### src/rtl/emu_io_bank.sv
// Parametrised FPGA pad bank: per-channel mode mux, input synchroniser,
// glitch filter, edge pulses and saturating rising-edge counter.

module emu_io_lane #(
  parameter int SYNC_STAGES = 2,
  parameter int FILT_W      = 4,
  parameter int CNT_W       = 8
) (
  input  logic                    clk,
  input  logic                    rst,
  input  logic                    core_out,
  input  logic                    core_oeb,
  input  logic                    pad_in,
  input  logic                    we,
  input  logic [FILT_W+1:0]       wdata,
  output logic                    core_in,
  output logic                    pad_out,
  output logic                    pad_tri,
  output logic                    rise,
  output logic                    fall,
  output logic [CNT_W+FILT_W+1:0] rdata
);
  localparam logic [1:0] PASS = 2'd0, LOOP = 2'd1, FLOW = 2'd3;

  typedef struct packed {
    logic [FILT_W-1:0] flen;
    logic [1:0]        mode;
  } cfg_t;

  cfg_t                   cfg;
  logic [SYNC_STAGES-1:0] sync;
  logic                   f, init;
  logic [FILT_W-1:0]      c;
  logic [CNT_W-1:0]       cnt;
  logic                   s, accept;

  assign s      = sync[SYNC_STAGES-1];
  assign accept = (s != f) && (c == cfg.flen) && (cfg.mode != FLOW);

  always_ff @(posedge clk) begin
    if (rst) begin
      cfg  <= '0;
      sync <= '0;
      f    <= 1'b0;
      c    <= '0;
      init <= 1'b0;
      cnt  <= '0;
      rise <= 1'b0;
      fall <= 1'b0;
    end else begin
      sync <= {sync[SYNC_STAGES-2:0], (cfg.mode == LOOP) ? core_out : pad_in};
      rise <= accept & init & s;
      fall <= accept & init & ~s;
      // FORCE_LOW freezes the filter entirely so no edges leak out
      if (cfg.mode != FLOW) begin
        if (s == f) c <= '0;
        else if (accept) begin
          f    <= s;
          c    <= '0;
          init <= 1'b1;
        end else c <= c + 1'b1;
      end
      if (rise && cnt != '1) cnt <= cnt + 1'b1;
      // a config write overrides both the stability count and the edge count
      if (we) begin
        cfg <= cfg_t'(wdata);
        c   <= '0;
        cnt <= '0;
      end
    end
  end

  always_comb begin
    pad_out = 1'b0;
    pad_tri = 1'b1;
    if (!rst) begin
      case (cfg.mode)
        PASS: begin
          pad_out = core_out;
          pad_tri = core_oeb;
        end
        FLOW:    pad_tri = 1'b0;
        default: ;
      endcase
    end
  end

  assign core_in = f & (cfg.mode != FLOW) & ~rst;
  assign rdata   = {cnt, cfg.flen, cfg.mode};
endmodule

module emu_io_bank #(
  parameter int N_IO        = 10,
  parameter int SYNC_STAGES = 2,
  parameter int FILT_W      = 4,
  parameter int CNT_W       = 8,
  localparam int SEL_W      = (N_IO > 1) ? $clog2(N_IO) : 1,
  localparam int RD_W       = 2 + FILT_W + CNT_W
) (
  input  logic              wb_clk_i,
  input  logic              wb_rst_i,
  input  logic [N_IO-1:0]   core_io_out,
  input  logic [N_IO-1:0]   core_io_oeb,
  output logic [N_IO-1:0]   core_io_in,
  input  logic [N_IO-1:0]   pad_i,
  output logic [N_IO-1:0]   pad_o,
  output logic [N_IO-1:0]   pad_t,
  input  logic              cfg_we,
  input  logic [SEL_W-1:0]  cfg_sel,
  input  logic [FILT_W+1:0] cfg_wdata,
  output logic [RD_W-1:0]   cfg_rdata,
  output logic [N_IO-1:0]   edge_rise,
  output logic [N_IO-1:0]   edge_fall
);
  logic [N_IO-1:0][RD_W-1:0] lane_rd;

  for (genvar i = 0; i < N_IO; i++) begin : g_lane
    emu_io_lane #(
      .SYNC_STAGES(SYNC_STAGES),
      .FILT_W     (FILT_W),
      .CNT_W      (CNT_W)
    ) u_lane (
      .clk     (wb_clk_i),
      .rst     (wb_rst_i),
      .core_out(core_io_out[i]),
      .core_oeb(core_io_oeb[i]),
      .pad_in  (pad_i[i]),
      .we      (cfg_we && (int'(cfg_sel) == i)),
      .wdata   (cfg_wdata),
      .core_in (core_io_in[i]),
      .pad_out (pad_o[i]),
      .pad_tri (pad_t[i]),
      .rise    (edge_rise[i]),
      .fall    (edge_fall[i]),
      .rdata   (lane_rd[i])
    );
  end

  // out-of-range selects match no lane and read back as zero
  always_comb begin
    cfg_rdata = '0;
    for (int i = 0; i < N_IO; i++)
      if (int'(cfg_sel) == i && !wb_rst_i) cfg_rdata = lane_rd[i];
  end
endmodule

### config.mk
export PLATFORM = sky130hd
export DESIGN_NAME = emu_io_bank
export DESIGN_NICKNAME = d
export VERILOG_FILES = /design/src/rtl/emu_io_bank.sv
export SDC_FILE = /design/constraint.sdc
export NUM_CORES = 1
export LEC_CHECK = 0
export BUFFER_PORTS_ARGS = -buffer_cell sky130_fd_sc_hd__buf_2
export CORE_UTILIZATION = 65
export DETAILED_ROUTE_END_ITERATION = 10
export PLACE_DENSITY = 0.86
export SLEW_MARGIN = 20
export SYNTH_ARGS = -nofsm -noshare
export SYNTH_HDL_FRONTEND = slang
export SYNTH_SLANG_ARGS = --single-unit
### constraint.sdc
create_clock -name wb_clk_i -period 6.3 [get_ports wb_clk_i]
set_clock_uncertainty 0.2 [all_clocks]
set_input_delay 1.575 -clock wb_clk_i [delete_from_list [all_inputs] [get_ports wb_clk_i]]
set_output_delay 1.575 -clock wb_clk_i [all_outputs]
set_load 0.005 [all_outputs]
==> impl_metrics.yaml <==
placement:
  hpwl_um: 22500
  portBuffers: 106
  place_inst: 1670
  gp_congestion: 0.951
sta:
  fin_crit_ns: 5.61
  finalSetupViolCount: 0
  fmax_mhz: 178
  setup_tns_ns: 0
  maxSlewViolCount: 0
  tightestPinTransition_ns: 0.945
  slew_headroom: 0.370
  timing.final.crit_share: 0.890
  rsz0062_at_grt: "no"
  hold_viol: 0
grt:
  grt_max_degree: 51
  gr-usage-met3: 0.0568
  met1_usage: 0.400
  grt_overflow: 0
  grt_usage: 0.316
  antenna_found_initial: 3
  grt_use_met2: 0.532
  busiest_layer: "met2"
  grt_pass1_wl_um: 49700
  grt_pass1_vias: 9701
floorplanning:
  die_area_um2: 19600
  rows: 50
  fp.dieW_um: 140
  ios: 107
  core_area_um2: 18600
  initial_core_util: 0.663
  die_h_um: 140
yosys:
  syn_avg_cell_area_um2: 8.59
  synth_most_common_cell: "dfxtp_1"
  yosys_register_bits: 240
  ys_seq_area_frac: 0.389
  synthAdderAreaFrac: 0.0202
  syn_inst: 1439
  synth_mux_area_frac: 0.0742
  yosys_warnings: 0
  yosysTopAreaCellShare: 0.389
  synth_compound_gate_area_share: 0.121
  synth_top_family_by_area: "simple AND/OR/NAND/NOR gates"
  synth_xor_area_frac: 0.0822
  synth_simple_gate_area_frac: 0.246
  yosysTopAreaCell: "dfxtp_1"
  synth_common_cells: "dfxtp_1 (240), nor2_1 (177), nand2_1 (128)"
  async_flop_share: 0
  synthTopCellsByArea: "dfxtp_1 (39%), xor2_1 (6.4%), nor2_1 (5.4%)"
  synth_edf_count: 0
  syn_area_um2: 12400
  synthDistinctLibCells: 62
  synth-main-ff-cell: "dfxtp_1"
  synthesis.nets: 1502
min_path:
  hold_class: "reg -> reg"
clock_tree:
  tritoncts: "built"
  cts.path.max_buffers: 3
  cts_resized: 0
  cts.reportedPaths.clkPinSlew_ns: 0.06
  numCtsBuffers: 26
  numClockSinks: 240
  post_cts_buffers: 0
  postCtsHoldBufs: 0
  cts-root-buf: "clkbuf_16"
  clkLatencyLatePin_ns: 0.55
  htreeDepth: 1
power_and_ir_drop:
  peakVddDrop_v: 0.000272
  powerDensity_nw_per_um2: 245
  leakage_nw: 5.34
layout:
  nFillCells: 1374
  drive_above_1_share: 0.135
  syn_to_final_growth_pct: 8.57
  multi_input_area_um2: 6710
  fin_util: 0.720
  nNetsFinal: 1527
  finalNonFillerCells: 1719
  register_area_um2: 4800
route:
  antenna_left: 0
  drt-total-wl_um: 31300
  vias: 10557
  wl_per_cell_um: 18.2
  drt_iter0_drc: 936
  dr.pass1.iters: 5
  via_per_inst: 6.14
  drc: 0
setup_path:
  start_kind: "input pin"
  arrival_ns: 3.83
  end_kind: "primary output"
  cp_max_fo: 40
  cp.required_ns: 4.53
  crit_type: "in -> out"
job:
  maxCapViolations: 0
run_status:
  outcome: "finished clean"
layout make-up:
| type | count | share of cell area |
|---|---|---|
| clock buffer | 32 | 0.0539 |
| inverter | 32 | 0.00895 |
| sequential | 240 | 0.358 |
| multi-input combinational | 1048 | 0.500 |
| clock inverter | 16 | 0.0115 |
| antenna | 1 | 0.000186 |
| tap | 234 | 0.0218 |
| timing repair buffer | 116 | 0.0453 |
logic make-up after synthesis:
group                    after synthesis
AND/OR/NAND/NOR                      593
AO/OA/AOI/OAI                        242
flip-flops                           240
buffers and inverters                151
XOR/XNOR                             116
multiplexers                          77
adder cells (fa/ha/maj)               20
per-stage QoR:
step | hold slack [ns] | setup slack, ns | area (um2) | power, mW
3_5_place_dp | 0.225 | 0.783 | 12500 | 1.78
4_1_cts | 0.240 | 0.778 | 13400 | 3.30
3_3_place_gp | 0.215 | 0.814 | 12500 | 1.77
6_report | 0.235 | 0.691 | 13400 | 3.29
5_1_grt | 0.258 | 0.613 | 13400 | 3.39
2_1_floorplan | 0.214 | 1.78 | 12400 | 1.73
state kept, by name (all words and copies together) (netlist names):
register and cells:
g_lane.u_lane.rdata 60, g_lane.u_lane.fall 10, g_lane.u_lane.init 10, g_lane.u_lane.cnt 80, g_lane.u_lane.f 10, g_lane.u_lane.c 40
g_lane.u_lane.rise 10, g_lane.u_lane.sync 20
critical path, stage by stage:
cell      delay, ns
buf_2          0.71
nand2b_1       0.19
buf_4          0.26
nor2_1         0.14
a221oi_1       0.54
o31ai_1        0.22
buf_2          0.18
routing by layer:
metal	vias to the layer above	part of all wire
met5	-	0.00086
met4	4	0.041
met3	102	0.078
met2	417	0.47
met1	4990	0.41
li1	5044	-
placed cells by master (no fill, tap or decap), types with 21 or more instances in the layout:
| cell | n |
|---|---|
| dfxtp_1 | 240 |
| nor2_1 | 177 |
| nand2_1 | 128 |
| buf_2 | 105 |
| a21oi_1 | 98 |
| xor2_1 | 91 |
| mux2i_1 | 59 |
| nand3_1 | 59 |
| inv_1 | 32 |
| nor3_1 | 27 |
| nor2b_1 | 26 |
| clkbuf_16 | 26 |
| o21ai_0 | 25 |
| xnor2_1 | 25 |
| nand2b_1 | 22 |
| a22oi_1 | 22 |
| nor4_1 | 21 |
report_power, final:
group	switching [mW]	leakage (nW)	internal, mW
registers	0.0145	1.94	1.53
clock network	0.643	0.437	0.902
logic	0.128	2.96	0.0694
worst paths after layout:
path / from / endpoint / slack [ns] / depth (start not counted)
min reg2reg: g_lane[6].u_lane.sync[0] / g_lane[6].u_lane.sync[1] / 0.23 / 1
max: cfg_sel[1] / cfg_rdata[10] / 0.69 / 7
min: g_lane[6].u_lane.sync[0] / g_lane[6].u_lane.sync[1] / 0.23 / 1
max reg2reg: g_lane[2].u_lane.cnt[0] / g_lane[2].u_lane.cnt[2] / 4.31 / 6
Power figures use the tool's default switching activity.
